==> config.mk <==
export PLATFORM = sky130hd
export DESIGN_NAME = cam_capture_stream
export DESIGN_NICKNAME = d
export VERILOG_FILES = /design/src/rtl/cam_capture_stream.sv
export SDC_FILE = /design/constraint.sdc
export NUM_CORES = 1
export LEC_CHECK = 0
export ABC_AREA = 1
export CAP_MARGIN = 20
export CELL_PAD_IN_SITES_DETAIL_PLACEMENT = 0
export CELL_PAD_IN_SITES_GLOBAL_PLACEMENT = 1
export CORE_MARGIN = 8
export CORE_UTILIZATION = 35
export DETAILED_ROUTE_END_ITERATION = 8
export DONT_BUFFER_PORTS = 1
export PLACE_DENSITY = 0.74
export SKIP_LAST_GASP = 1
export SLEW_MARGIN = 25
export SYNTH_ARGS = -nofsm -noshare
export SYNTH_HDL_FRONTEND = slang
export SYNTH_SLANG_ARGS = --single-unit
==> constraint.sdc <==
create_clock -name clk -period 3.3 [get_ports clk]
set_input_delay 0.66 -clock clk [delete_from_list [all_inputs] [get_ports clk]]
set_output_delay 0.66 -clock clk [all_outputs]
set_load 0.01 [all_outputs]
==> src/rtl/cam_capture_stream.sv <==
// cam_capture_stream
//   Camera byte stream capture for the PixelClk domain. Camera bytes are
//   assembled into pixels of BYTES_PER_PIXEL bytes and written to the
//   camera-input FIFO as {marker, pixel} words. Each frame begins with a
//   start marker {1, 0}. An end marker {1, all-ones} is optional. The block
//   also applies a crop window and power-of-2 decimation, drops the rest of
//   a frame when the FIFO overflows, and checks the length of every line.
//
// Ports
//   clk            pixel clock
//   reset_p        synchronous active-high reset
//   enable         capture enable (memory calibration done)
//   cam_vsync      camera VSYNC, high during vertical blanking
//   href           line-valid; each high cycle carries one camera byte
//   p_data         camera byte
//   decim          decimation shift: keep col/row whose low decim bits are 0
//   fifo_full      downstream FIFO full
//   fifo_data      {marker, pixel} word
//   fifo_wr_en     one-cycle write strobe
//   capturing      high while a frame is being captured
//   frame_count    completed frames (wraps)
//   dropped_frames frames dropped because of overflow (saturates at 255)
//   overflow       sticky: a word was needed while fifo_full was high
//   line_len_err   sticky: wrong line byte count, or line beyond FRAME_HEIGHT
//
// fifo_full is sampled in the same cycle as the event that needs the write
// (frame start, last byte of a kept pixel, frame end). The word itself is
// presented one cycle later.
module cam_capture_stream #(
  parameter int DATA_WIDTH      = 8,
  parameter int BYTES_PER_PIXEL = 2,
  parameter int FIRST_BYTE_MSB  = 1,
  parameter int FRAME_WIDTH     = 640,
  parameter int FRAME_HEIGHT    = 480,
  parameter int CROP_X0         = 0,
  parameter int CROP_Y0         = 0,
  parameter int CROP_W          = 640,
  parameter int CROP_H          = 480,
  parameter int EOF_MARKER_EN   = 0,
  localparam int PIX_W          = DATA_WIDTH * BYTES_PER_PIXEL
) (
  input  logic                  clk,
  input  logic                  reset_p,
  input  logic                  enable,
  input  logic                  cam_vsync,
  input  logic                  href,
  input  logic [DATA_WIDTH-1:0] p_data,
  input  logic [1:0]            decim,
  input  logic                  fifo_full,
  output logic [PIX_W:0]        fifo_data,
  output logic                  fifo_wr_en,
  output logic                  capturing,
  output logic [15:0]           frame_count,
  output logic [7:0]            dropped_frames,
  output logic                  overflow,
  output logic                  line_len_err
);

  localparam int BI_W  = (BYTES_PER_PIXEL > 1) ? $clog2(BYTES_PER_PIXEL) : 1;
  localparam int CNT_W = 16;

  localparam logic [31:0] LINE_BYTES = 32'(FRAME_WIDTH * BYTES_PER_PIXEL);
  localparam logic [31:0] FH_LIM     = 32'(FRAME_HEIGHT);
  localparam logic [31:0] X_LO       = 32'(CROP_X0);
  localparam logic [31:0] X_HI       = 32'(CROP_X0 + CROP_W);
  localparam logic [31:0] Y_LO       = 32'(CROP_Y0);
  localparam logic [31:0] Y_HI       = 32'(CROP_Y0 + CROP_H);

  localparam logic [PIX_W:0] SOF_WORD = {1'b1, {PIX_W{1'b0}}};
  localparam logic [PIX_W:0] EOF_WORD = '1;

  typedef enum logic [2:0] {
    WAIT_ENABLE,
    WAIT_BLANK,
    WAIT_FRAME_START,
    ROW_CAPTURE,
    FRAME_DROP
  } state_t;

  state_t state, state_next;

  logic [BI_W-1:0]  byte_idx;
  logic [CNT_W-1:0] col;
  logic [CNT_W-1:0] row;
  logic [CNT_W-1:0] line_bytes;
  logic             href_d;
  logic [PIX_W-1:0] pix_acc;
  logic [PIX_W-1:0] pix_full;

  logic start_ok, start_drop;
  logic byte_en, pix_done, pix_wr, pix_ovf;
  logic line_end, frame_end, eof_wr, eof_ovf;
  logic keep;

  logic [31:0] col32, row32, dmask;

  // Bit position of byte k inside the pixel word.
  function automatic int unsigned slot_lsb(input int unsigned k);
    if (FIRST_BYTE_MSB != 0) return PIX_W - (k + 1) * DATA_WIDTH;
    else                     return k * DATA_WIDTH;
  endfunction

  // Current pixel with the byte on p_data merged into its slot.
  always_comb begin
    pix_full = pix_acc;
    for (int unsigned k = 0; k < BYTES_PER_PIXEL; k++) begin
      if (32'(byte_idx) == k) pix_full[slot_lsb(k) +: DATA_WIDTH] = p_data;
    end
  end

  // Crop window, decimation grid, and the frame-height limit.
  always_comb begin
    col32 = 32'(col);
    row32 = 32'(row);
    dmask = (32'd1 << decim) - 32'd1;
    keep  = (col32 >= X_LO) && (col32 < X_HI) &&
            (row32 >= Y_LO) && (row32 < Y_HI) &&
            ((col32 & dmask) == '0) && ((row32 & dmask) == '0) &&
            (row32 < FH_LIM);
  end

  // Next-state and event decode. Deasserting enable overrides everything.
  // A vsync rise in ROW_CAPTURE takes priority over any byte or line end
  // in the same cycle.
  always_comb begin
    state_next = state;
    start_ok   = 1'b0;
    start_drop = 1'b0;
    byte_en    = 1'b0;
    pix_done   = 1'b0;
    pix_wr     = 1'b0;
    pix_ovf    = 1'b0;
    line_end   = 1'b0;
    frame_end  = 1'b0;
    eof_wr     = 1'b0;
    eof_ovf    = 1'b0;
    if (!enable) begin
      state_next = WAIT_ENABLE;
    end else begin
      case (state)
        WAIT_ENABLE: state_next = WAIT_BLANK;
        WAIT_BLANK: begin
          if (cam_vsync) state_next = WAIT_FRAME_START;
        end
        WAIT_FRAME_START: begin
          if (!cam_vsync) begin
            if (fifo_full) begin
              start_drop = 1'b1;
              state_next = FRAME_DROP;
            end else begin
              start_ok   = 1'b1;
              state_next = ROW_CAPTURE;
            end
          end
        end
        ROW_CAPTURE: begin
          if (cam_vsync) begin
            frame_end  = 1'b1;
            state_next = WAIT_FRAME_START;
            if (EOF_MARKER_EN != 0) begin
              if (fifo_full) eof_ovf = 1'b1;
              else           eof_wr  = 1'b1;
            end
          end else if (href) begin
            byte_en = 1'b1;
            if (byte_idx == BI_W'(BYTES_PER_PIXEL - 1)) begin
              pix_done = 1'b1;
              if (keep) begin
                if (fifo_full) begin
                  pix_ovf    = 1'b1;
                  state_next = FRAME_DROP;
                end else begin
                  pix_wr = 1'b1;
                end
              end
            end
          end else if (href_d) begin
            line_end = 1'b1;
          end
        end
        FRAME_DROP: begin
          if (cam_vsync) state_next = WAIT_FRAME_START;
        end
        default: state_next = WAIT_ENABLE;
      endcase
    end
  end

  assign capturing = (state == ROW_CAPTURE);

  always_ff @(posedge clk) begin
    if (reset_p) begin
      state          <= WAIT_ENABLE;
      byte_idx       <= '0;
      col            <= '0;
      row            <= '0;
      line_bytes     <= '0;
      href_d         <= 1'b0;
      pix_acc        <= '0;
      fifo_data      <= '0;
      fifo_wr_en     <= 1'b0;
      frame_count    <= '0;
      dropped_frames <= '0;
      overflow       <= 1'b0;
      line_len_err   <= 1'b0;
    end else begin
      state      <= state_next;
      fifo_wr_en <= start_ok | pix_wr | eof_wr;

      if (start_ok)    fifo_data <= SOF_WORD;
      else if (eof_wr) fifo_data <= EOF_WORD;
      else if (pix_wr) fifo_data <= {1'b0, pix_full};

      if (state == ROW_CAPTURE) href_d <= href & ~cam_vsync;

      if (start_ok) begin
        byte_idx   <= '0;
        col        <= '0;
        row        <= '0;
        line_bytes <= '0;
        href_d     <= 1'b0;
      end

      if (byte_en) begin
        pix_acc    <= pix_full;
        line_bytes <= (line_bytes == '1) ? line_bytes : line_bytes + 1'b1;
        if (pix_done) begin
          byte_idx <= '0;
          col      <= (col == '1) ? col : col + 1'b1;
        end else begin
          byte_idx <= byte_idx + 1'b1;
        end
      end

      // A short line leaves a partial pixel behind; clearing byte_idx
      // discards it.
      if (line_end) begin
        byte_idx   <= '0;
        col        <= '0;
        line_bytes <= '0;
        row        <= (row == '1) ? row : row + 1'b1;
        if ((32'(line_bytes) != LINE_BYTES) || (row32 >= FH_LIM))
          line_len_err <= 1'b1;
      end

      if (frame_end) frame_count <= frame_count + 16'd1;

      if (start_drop || pix_ovf) begin
        overflow <= 1'b1;
        if (dropped_frames != 8'hFF) dropped_frames <= dropped_frames + 8'd1;
      end
      if (eof_ovf) overflow <= 1'b1;
    end
  end

endmodule

==> summary.txt, run 1 <==
GRT
  • Initial antenna violation count: 0
  • GR Util All Layers: 15.2%
  • Vias in the first global route: between 5,000 and 6,000
  • Global-route wire length before repair: 26,700 um
  • Total gr overflow: 0
  • Largest net degree at the start of global routing: 36

Synth
  • Unique masters post-synth: 41
  • Post-synth top area cell: dfxtp_1
  • FF+latch count, synth: about 110
  • Share of synthesized flip-flops with an asynchronous set or reset: 0%
  • Most frequent cell after synthesis: nand2_1
  • Syn Inst Count: 886
  • Post-synthesis sequential area ratio: 37.7%
  • Synth Warn #: 0
  • Syn_area_per_cell: 6.78 um^2
  • Synth top area cells: dfxtp_1 38%, nand2_1 9.7%, a21oi_1 8.2%
  • Cell Area, Synth: between 6000 and 7000 um^2
  • List of most frequent post-synthesis cells: 156 x nand2_1, 127 x inv_1, 113 x dfxtp_1
  • Top_reg_cell synth: dfxtp_1
  • EDFF count, synth: 0
  • Syn nets: between 900 and 1,000
  • Synth top area share: 37.7%

Timing
  • Fmax: 424 MHz
  • Worst-margin pin slew: 0.666 ns
  • RSZ-0062 raised after global routing: no
  • Final min period: 2.36 ns
  • Slew Limit Fails: 0
  • Post-route setup TNS: 0 ns
  • Final number of setup-violating endpoints: 0
  • Setup ws final: 0.940 ns
  • Count of final hold-check violations: 0
  • Final Cycle Share: between 70 and 80%
  • Clk_skew: 0.0146 ns
  • WHS: 0.335 ns
  • Relative max-transition margin: 55.2%

Setup path
  • Worst Path Arrival: 2.67 ns
  • Worst setup path start: col[0]$_SDFFE_PP0P_
  • Reg2reg setup slack: 0.94 ns
  • Worst endpoint required time: around 3.6 ns
  • Worst Path Class, Setup: flip-flop to flip-flop
  • Reg2reg end: col[2]$_SDFFE_PP0P_
  • Setup crit start kind: flip-flop
  • CP endpoint kind: flip-flop
  • FF-to-FF path depth: 10
  • CP Max Fanout: 7
  • RR Startpoint: col[0]$_SDFFE_PP0P_
  • Worst setup path endpoint: col[2]$_SDFFE_PP0P_

Pwr
  • Clock power frac: 58.0%
  • Part of the power in registers: 39.7%
  • Worst VDD drop: 0.338 mV
  • Int Pwr: around 2.8 mW
  • Leakage Power: 2.60 nW
  • Sw frac: between 20% and 30%
  • Power, Total: between 3 and 4 mW
  • Net Switching: 0.702 mW
  • PwrDens: about 510 nW/um^2
  • Combinational power share: under 10%

CTS
  • Post-CTS Setup Inserts: 0
  • TritonCTS Buffers: 17
  • Hold-fix buffers at CTS: 0
  • Post_cts resized: 0
  • CTS Buffer Depth: 2
  • Clock Sinks: 113
  • CTS Root Cell: clkbuf_16
  • Clock H-tree levels: 4
  • CTS tree: built
  • CTS clk-pin slew, worst paths: 0.05 ns
  • Worst-skew pair later-pin latency: 0.42 ns

Floorplanning
  • DIE AREA: approximately 22,000 um^2
  • IO Count: 61
  • Core Region: 17,100 um^2
  • Row cnt: 48
  • Die W: ~150 um
  • Die Y-Extent: 147 um
  • Initial Utilization: around a third

Placed design
  • Dpl cell area: 6180 um^2
  • HPWL after DPL: about 12,000 um
  • IO Port Bufs: 0
  • Pre-CTS WS: approximately 0.62 ns
  • Placer Congestion: 0.822
  • Cells after DPL: 1,089

Layout
  • Layout area overhead: 13.6%
  • Layout cells sized above 1: 6.49%
  • ANT cells: 0
  • Fill cells: 1,844
  • Final Non-Filler Cells: 1,119
  • Fin util: between 40% and 50%
  • Final instance area: 6830 um^2
  • Nets: 907

Routing
  • Met3 WL post-DR: 713 um
  • Mean number of vias per cell: slightly below 5
  • Post-Route WL: 16,100 um
  • Routed len/inst: approximately 14 um
  • DRT antenna net count: 0
  • Drc violations: 0
  • Via count: about 5,500
  • Initial DRC Count: 348
  • Max Used Layer: met4
  • Pre-Repair DR Iteration Count: 7
  • WL met2: 7530 um
  • Metal-1 WL: 7600 um

Worst hold path
  • Hold Path Class: primary input to flip-flop

Outcome
  • Status: finished, final reports clean

Run
  • Max-Cap Viols: 0
[logic make-up after synthesis]
logic type	synth area share, %
AOI/OAI and AO/OA	18.6
xor gates and xnor gates	2.62
adders and majority gates	1.67
buffers and inverters	10.6
DFF	37.7
and+or+nand+nor	28.7
[critical path, stage by stage, from the launching register on]
cell,delay (ns)
dfxtp_1,0.45
ha_1,0.23
nand3_1,0.17
nor2_2,0.26
nand2_1,0.18
nor3_1,0.59
nor2_1,0.07
o21ai_0,0.16
nand2_1,0.06
nand2_1,0.05
inv_1,0.04
[state kept, by name (all words and copies together), names as in the netlist]
signal	cells
frame_count	16
col	16
line_len_err	1
fifo_wr_en	1
pix_acc	16
line_bytes	16
fifo_data	17
href_d	1
overflow	1
byte_idx	1
state	3
dropped_frames	8
row	16
[area by class of cell]
type	count	area (um^2)	area share, %
clock buffer	20	457	6.69
clock inverter	10	184	2.69
inverter	131	492	7.20
multi-input combinational	614	3100	45.5
sequential	113	2260	33.1
tap	225	282	4.12
timing repair buffer	6	45.0	0.660
[cell usage in the layout (no fill, tap or decap), types with 6 or more instances in the layout]
cell       Yosys  final
inv_1        127    127
nor3_1        22     22
buf_4          3      6
dfxtp_1      113    113
o21a_1        11     11
nand3_1       73     73
a21oi_1       98     98
o21ai_0       79     79
clkbuf_16      0     17
nor2_1        90     90
xor2_1        16     16
nand2_1      156    156
nand4_1       14     14
ha_1           8      8
[how the worst min path moves through the flow]
stage                                  from                      end  cells after the start
floorplan           pix_acc[0]$_SDFFE_PP0P_  pix_acc[0]$_SDFFE_PP0P_                      2
global placement    pix_acc[2]$_SDFFE_PP0P_  pix_acc[2]$_SDFFE_PP0P_                      2
detailed placement  pix_acc[2]$_SDFFE_PP0P_  pix_acc[2]$_SDFFE_PP0P_                      2
CTS                                 reset_p      row[3]$_SDFFE_PP0P_                      1
global route                        reset_p      row[1]$_SDFFE_PP0P_                      1
finish                              reset_p      row[3]$_SDFFE_PP0P_                      1
[per-layer routing]
metal | up-vias | GRT usage, %
met3 | 16 | 4.31
met2 | 83 | 24.4
met5 | - | 0
met4 | 0 | 5.66
met1 | 2526 | 19.1
li1 | 2917 | -
[power by group through the flow]
stage	Clock, mW	Sequential (mW)	Combinational (mW)
floorplan	0	1.40	0.0677
global placement	0	1.40	0.0815
detailed placement	0	1.40	0.0815
finish	2.01	1.37	0.0804
CTS	2.05	1.37	0.0814
global route	2.11	1.37	0.0923
No activity file was read; power rests on OpenSTA's default activity.
==> run 2, diff against run 1 <==
clock period = 2.25 ns   (was 3.3 ns; I/O delays follow)
==> run 2 against run 1 <==
Effect of this change:
- fmax up 17%
- utilization rose by 0.38 points
- die area unchanged
- total power grew 31%
- global-route usage down 0.093 points
==> summary.txt, run 2 (synthesis gave the netlist of run 1 again) <==
Pwr
  • PwrDens: 657 nW/um^2 (+29%)
  • Leakage Power: 2.65 nW (+2.1%)
  • Worst VDD drop: 0.514 mV (+52%)

GRT
  • GR Util All Layers: 15.1% (-0.093 points)
  • Total gr overflow: 0 (unchanged)
  • Global-route wire length before repair: 26,400 um (-1.2%)
  • Largest net degree at the start of global routing: 35 (-2.8%)
  • Vias in the first global route: 5,103 (-0.60%)
  • Initial antenna violation count: 0 (unchanged)

Layout
  • Register area: 2260 um^2 (about the same)
  • ANT cells: 0 (unchanged)
  • Most frequent cells in the layout: 156 x nand2_1, 127 x inv_1, 112 x dfxtp_1
  • Area of the multi-input gates: 3100 um^2 (unchanged)
  • Final instance area: 6890 um^2 (+0.95%)
  • Most flops, register: fifo_data
  • Max reg flops: 17 (unchanged)
  • Fill cells: 1,831 (-0.70%)
  • Layout cells sized above 1: 8.93% (+2.4 points)
  • Nets: 929 (+2.4%)
  • Final Non-Filler Cells: 1,143 (+2.1%)
  • Layout area overhead: 14.7%
  • Most common cell after layout, fill and taps aside: nand2_1

Routing
  • Post-Route WL: 16,000 um (-0.15%)
  • Metal-1 WL: 7500 um (-1.2%)
  • Via count: 5,555 (+0.23%)
  • Initial DRC Count: 266 (-24%)
  • WL met2: 7510 um (-0.29%)
  • Pre-Repair DR Iteration Count: 5 (-2)
  • Routed len/inst: 14.0 um (-2.2%)
  • Met3 WL post-DR: 829 um (+16%)
  • Mean number of vias per cell: 4.86 (-1.9%)
  • Max Used Layer: met4
  • DRT antenna net count: 0 (unchanged)
  • Drc violations: 0 (unchanged)

Floorplanning
  • IO Count: 61 (unchanged)
  • Die Y-Extent: 147 um (unchanged)
  • Initial Utilization: 35.2% (unchanged)
  • Row cnt: 48 (unchanged)
  • Die W: 147 um (unchanged)
  • Core Region: 17,100 um^2 (unchanged)
  • DIE AREA: 21,600 um^2 (unchanged)

CTS
  • CTS tree: built
  • Worst-skew pair later-pin latency: 0.42 ns (about the same)
  • CTS Root Cell: clkbuf_16
  • Clock H-tree levels: 4 (unchanged)
  • CTS Buffer Depth: 2 (unchanged)
  • CTS clk-pin slew, worst paths: 0.06 ns (about the same)
  • TritonCTS Buffers: 17 (unchanged)
  • Clock Sinks: 113 (unchanged)
  • Hold-fix buffers at CTS: 0 (unchanged)

Placed design
  • Pre-CTS WS: 0.194 ns (-0.425 ns)
  • Cells after DPL: 1,111 (+2.0%)
  • Dpl cell area: 6360 um^2 (+2.9%)
  • IO Port Bufs: 0 (unchanged)
  • Placer Congestion: 0.793 (-3.5%)
  • HPWL after DPL: 11,700 um (+1.5%)

Run
  • Max-Cap Viols: 0 (unchanged)

Timing
  • Clk_skew: 0.00870 ns (-0.00594 ns)
  • Worst-margin pin slew: 0.537 ns (-0.129 ns)
  • Final min period: 2.02 ns (-0.343 ns)
  • Post-route setup TNS: 0 ns (unchanged)
  • Final Cycle Share: 89.6% (+18 points)
  • RSZ-0062 raised after global routing: no
  • Fmax: 496 MHz (+17%)
  • Final number of setup-violating endpoints: 0 (unchanged)
  • Count of final hold-check violations: 0 (unchanged)
  • Setup ws final: 0.233 ns (-0.707 ns)
  • Slew Limit Fails: 0 (unchanged)
  • Relative max-transition margin: 64.2% (+8.9 points)

Setup path
  • Worst setup path start: col[1]$_SDFFE_PP0P_
  • Worst Path Class, Setup: flip-flop to flip-flop
  • Setup crit start kind: flip-flop
  • CP Max Fanout: 9 (+2)
  • FF-to-FF path depth: 10 (unchanged)
  • CP endpoint kind: flip-flop
  • Reg2reg end: col[5]$_SDFFE_PP0P_
  • Worst setup path endpoint: col[5]$_SDFFE_PP0P_
  • Worst endpoint required time: 2.61 ns (-1.00 ns)
  • Reg2reg setup slack: 0.23 ns (-0.71 ns)
  • Worst Path Arrival: 2.37 ns (-0.30 ns)
  • RR Startpoint: col[1]$_SDFFE_PP0P_

Outcome
  • Status: finished, final reports clean

Worst hold path
  • HP Start: reset_p
  • Hold Path Class: primary input to flip-flop
==> run 2: cell types whose count changed in the layout (fill, tap and decap cells not counted), sizes merged <==
cell,change
inv,+1
clkinv,+3
buf,+22
clkinvlp,+4
clkbuf,-1
bufinv,-5
==> run 2: repair_timing <==
| action | 4_1_cts | 5_1_grt |
|---|---|---|
| hold endpoints to repair | 0 | 0 |
| gates resized for setup | 0 | 3 |
| setup buffers | 0 | 0 |
| setup endpoints to repair | 0 | 11 |
==> run 2: critical path, stage by stage (launching register included) <==
cell and delay (ns):
dfxtp_1 0.42, ha_1 0.24, nand3_1 0.16, nor2_2 0.20, nand2_1 0.16, o21ai_4 0.17
nand2_2 0.17, buf_4 0.19, o211ai_1 0.07, o211ai_1 0.10, inv_1 0.07
==> run 2: layer usage <==
layer	vias to the layer above	global-route usage, %
li1	2939	-
met1	2510	18.9
met2	91	24.2
met3	15	4.61
met4	0	5.46
met5	-	0
==> run 2: area by class of cell <==
cell class,instances,area share (%)
sequential,113,32.8
tap,225,4.09
clock buffer,19,6.28
inverter,131,7.17
multi-input combinational,614,45.1
clock inverter,13,1.33
timing repair buffer,28,3.23
==> run 2: power breakdown <==
part / leakage [nW] / internal [mW] / switching, mW
clock network: 0.241 / 1.40 / 0.990
logic: 1.50 / 0.0372 / 0.0839
registers: 0.911 / 2.01 / 0.00632
total: 2.65 / 3.44 / 1.08
==> run 2: metrics by stage <==
step / hold WS, ns / utilization [%] / total power, mW
finish: 0.0985 / 40.4 / 4.52
floorplan: 0.424 / - / 2.16
global placement: 0.436 / 37.3 / 2.18
global route: 0.0745 / 40.4 / 4.71
detailed placement: 0.439 / 37.3 / 2.18
CTS: 0.0868 / 40.4 / 4.59
==> run 2: worst min path at each step <==
stage                                      to  slack [ns]  cells past startpoint
2_1_floorplan         pix_acc[0]$_SDFFE_PP0P_        0.42                      2
3_3_place_gp          pix_acc[6]$_SDFFE_PP0P_        0.44                      2
3_5_place_dp         pix_acc[10]$_SDFFE_PP0P_        0.44                      2
4_1_cts        dropped_frames[1]$_SDFFE_PP0P_        0.09                      1
5_1_grt        dropped_frames[7]$_SDFFE_PP0P_        0.07                      1
6_report                  row[3]$_SDFFE_PP0P_         0.1                      1
==> run 3, diff against run 2 <==
ABC_AREA = not set   (was 1)
PLACE_DENSITY = 0.71   (was 0.74)
==> run 3 against run 2 <==
Effect of this change:
- clock power decreased by 34%
- clock skew increased by 0.0026 ns
- synthesized area decreased by 16%
- highest routed layer unchanged
- sequential share of layout area increased by 3.0 points
- largest power group is now registers
- routed wire length decreased by 20%
- via count decreased by 22%
- global-route usage decreased by 1.2 points
==> summary.txt, run 3 <==
Setup path
  • Worst setup path endpoint: dropped_frames[7]$_SDFFE_PP0P_
  • Reg2reg setup slack: 0.09 ns (-0.15 ns)
  • Worst Path Arrival: 2.41 ns (+0.04 ns)
  • CP endpoint kind: flip-flop
  • Reg2reg end: dropped_frames[7]$_SDFFE_PP0P_
  • CP Max Fanout: 7 (-2)
  • RR Startpoint: col[14]$_SDFFE_PP0P_
  • Setup crit start kind: flip-flop
  • Worst endpoint required time: 2.50 ns (-0.11 ns)
  • FF-to-FF path depth: 6 (-4)
  • Worst Path Class, Setup: flip-flop to flip-flop
  • Worst setup path start: col[14]$_SDFFE_PP0P_

Layout
  • Max reg flops: 17 (unchanged)
  • ANT cells: 0 (unchanged)
  • Nets: 645 (-31%)
  • Fin util: 41.0% (+0.56 points)
  • Most flops, register: fifo_data
  • Most frequent cells in the layout: 104 x dfxtp_1, 100 x nor2_1, 38 x nand2_1
  • Fill cells: 1,482 (-19%)
  • Area of the multi-input gates: 2840 um^2 (-8.5%)
  • Register area: 2100 um^2 (-7.1%)
  • Most common cell after layout, fill and taps aside: dfxtp_1
  • Final Non-Filler Cells: 810 (-29%)
  • Layout area overhead: 16.1%
  • Layout cells sized above 1: 12.9% (+4.0 points)

Timing
  • Count of final hold-check violations: 0 (unchanged)
  • Final number of setup-violating endpoints: 0 (unchanged)
  • RSZ-0062 raised after global routing: no
  • Worst-margin pin slew: 0.573 ns (+0.0362 ns)
  • Final min period: 2.16 ns (+0.145 ns)
  • Slew Limit Fails: 0 (unchanged)
  • Relative max-transition margin: 61.4% (-2.7 points)
  • Final Cycle Share: 96.1% (+6.5 points)
  • Fmax: 462 MHz (-6.7%)
  • Clk_skew: 0.0113 ns (+0.00257 ns)

Floorplanning
  • Die W: 136 um (-7.4%)
  • Row cnt: 44 (-8.3%)
  • Core Region: 14,300 um^2 (-16%)
  • DIE AREA: 18,500 um^2 (-14%)
  • IO Count: 61 (unchanged)
  • Die Y-Extent: 136 um (-7.4%)
  • Initial Utilization: 35.3% (+0.068 points)

Synth
  • Syn nets: 620 (-32%)
  • Top_reg_cell synth: dfxtp_1
  • Mux cell area share after synthesis: 6.49% (+6.5 points)
  • Unique masters post-synth: 63 (+54%)
  • EDFF count, synth: 0 (unchanged)
  • Post-synth top area cell: dfxtp_1
  • Synth Area in XOR/XNOR: 5.90% (+3.3 points)
  • Largest family of logic cells by synthesized area: simple AND/OR/NAND/NOR gates
  • Post-synthesis sequential area ratio: 41.6% (+4.0 points)
  • List of most frequent post-synthesis cells: 105 x dfxtp_1, 100 x nor2_1, 38 x nand2_1
  • Synth Area in Compound Gates: 14.2% (-4.4 points)
  • Synth top area cells: dfxtp_1 42%, nor2_1 7.4%, mux2i_1 5.2%
  • Synth top area share: 41.6% (+4.0 points)
  • Syn_area_per_cell: 8.47 um^2 (+25%)
  • Cell Area, Synth: 5050 um^2 (-16%)
  • Synth Warn #: 0 (unchanged)
  • Adder-cell area share of the yosys netlist: 1.98% (+0.32 points)
  • Synth Area in Simple Gates: 26.3% (-2.4 points)
  • Most frequent cell after synthesis: dfxtp_1
  • Share of synthesized flip-flops with an asynchronous set or reset: 0% (unchanged)
  • Syn Inst Count: 596 (-33%)
  • FF+latch count, synth: 105 (-7.1%)

Outcome
  • Status: finished, final reports clean

CTS
  • Clock Sinks: 105 (-7.1%)
  • CTS clk-pin slew, worst paths: 0.08 ns (+0.02 ns)
  • CTS Root Cell: clkbuf_16
  • Worst-skew pair later-pin latency: 0.36 ns (-0.06 ns)
  • CTS Buffer Depth: 2 (unchanged)
  • CTS tree: built
  • TritonCTS Buffers: 9 (-8)
  • Clock H-tree levels: 3 (-1)

Run
  • Max-Cap Viols: 0 (unchanged)

Placed design
  • IO Port Bufs: 0 (unchanged)
  • Cells after DPL: 792 (-29%)
  • HPWL after DPL: 9260 um (-21%)
  • Placer Congestion: 0.825 (+4.0%)

Routing
  • DRT antenna net count: 0 (unchanged)
  • Mean number of vias per cell: 5.35 (+10%)
  • Routed len/inst: 15.8 um (+12%)
  • Via count: 4,335 (-22%)
  • Initial DRC Count: 171 (-36%)
  • Post-Route WL: 12,800 um (-20%)
  • Pre-Repair DR Iteration Count: 4 (-1)
  • Drc violations: 0 (unchanged)

GRT
  • GR Util All Layers: 13.9% (-1.2 points)
  • Largest net degree at the start of global routing: 56 (+60%)
  • Global-route wire length before repair: 20,800 um (-21%)
  • Total gr overflow: 0 (unchanged)
  • Vias in the first global route: 4,167 (-18%)
  • Initial antenna violation count: 0 (unchanged)

Pwr
  • Worst VDD drop: 0.356 mV (-31%)
  • Leakage Power: 2.28 nW (-14%)
  • PwrDens: 609 nW/um^2 (-7.2%)

Worst hold path
  • Hold Path Class: primary input to flip-flop
  • HP Start: reset_p
==> run 3: through the flow <==
step	hold slack [ns]	setup TNS (ns)	total power [mW]	area, um^2	setup WS (ns)
6_report	0.180	0	3.57	5860	0.0877
5_1_grt	0.156	0	3.70	5860	0.0114
3_5_place_dp	0.469	-0.00238	2.03	5470	-0.00238
3_3_place_gp	0.462	0	2.02	5470	0.00996
4_1_cts	0.148	0	3.62	5770	0.00193
2_1_floorplan	0.441	0	2.00	5050	0.0641
==> run 3: worst max-delay path, stage by stage, from the launching register on <==
cell	delay, ns
dfxtp_2	0.33
or4_4	0.54
a2111oi_4	0.19
and4b_4	0.33
nand3_4	0.15
a21oi_2	0.21
mux2_4	0.31
==> run 3: area by class of cell <==
class,instances,share of cell area (%)
tap,184,3.93
inverter,14,0.896
sequential,105,35.9
multi-input combinational,451,48.4
clock inverter,6,0.960
clock buffer,10,4.08
timing repair buffer,40,5.85
==> run 3: cell families (layout without fill, tap and decap cells) <==
family	count (synthesis)	in the layout
AOI/OAI and AO/OA	108	108
muxes	32	32
adders and majority gates	8	8
buffers and inverters	40	70
DFF	105	105
and+or+nand+nor	269	269
xor gates and xnor gates	34	34
==> run 3: worst min-delay path by stage <==
stage	slack (ns)	endpoint	cells past startpoint
finish	0.18	frame_count[11]$_SDFFE_PP0P_	1
global route	0.16	frame_count[15]$_SDFFE_PP0P_	1
CTS	0.15	frame_count[14]$_SDFFE_PP0P_	1
detailed placement	0.47	row[4]$_SDFFE_PP0P_	1
global placement	0.46	row[4]$_SDFFE_PP0P_	1
floorplan	0.44	row[4]$_SDFFE_PP0P_	1
==> run 3: repair_timing <==
action,in CTS,in global routing
resized for setup,1,14
setup buffers,0,1
pin swaps,1,7
cloned,0,1
hold buffers,0,0
endpoints found under the setup margin,2,34
==> run 3: per-layer routing <==
| metal | GRT usage (%) | routed length [um] |
|---|---|---|
| met5 | 0 | 0 |
| met4 | 4.39 | 155 |
| met3 | 4.95 | 740 |
| met2 | 23.3 | 6270 |
| met1 | 16.2 | 5600 |
==> run 3: report_power, final <==
part,internal (mW),switching (mW)
clock,0.810,0.775
sequential,1.86,0.00500
combinational,0.0467,0.0723
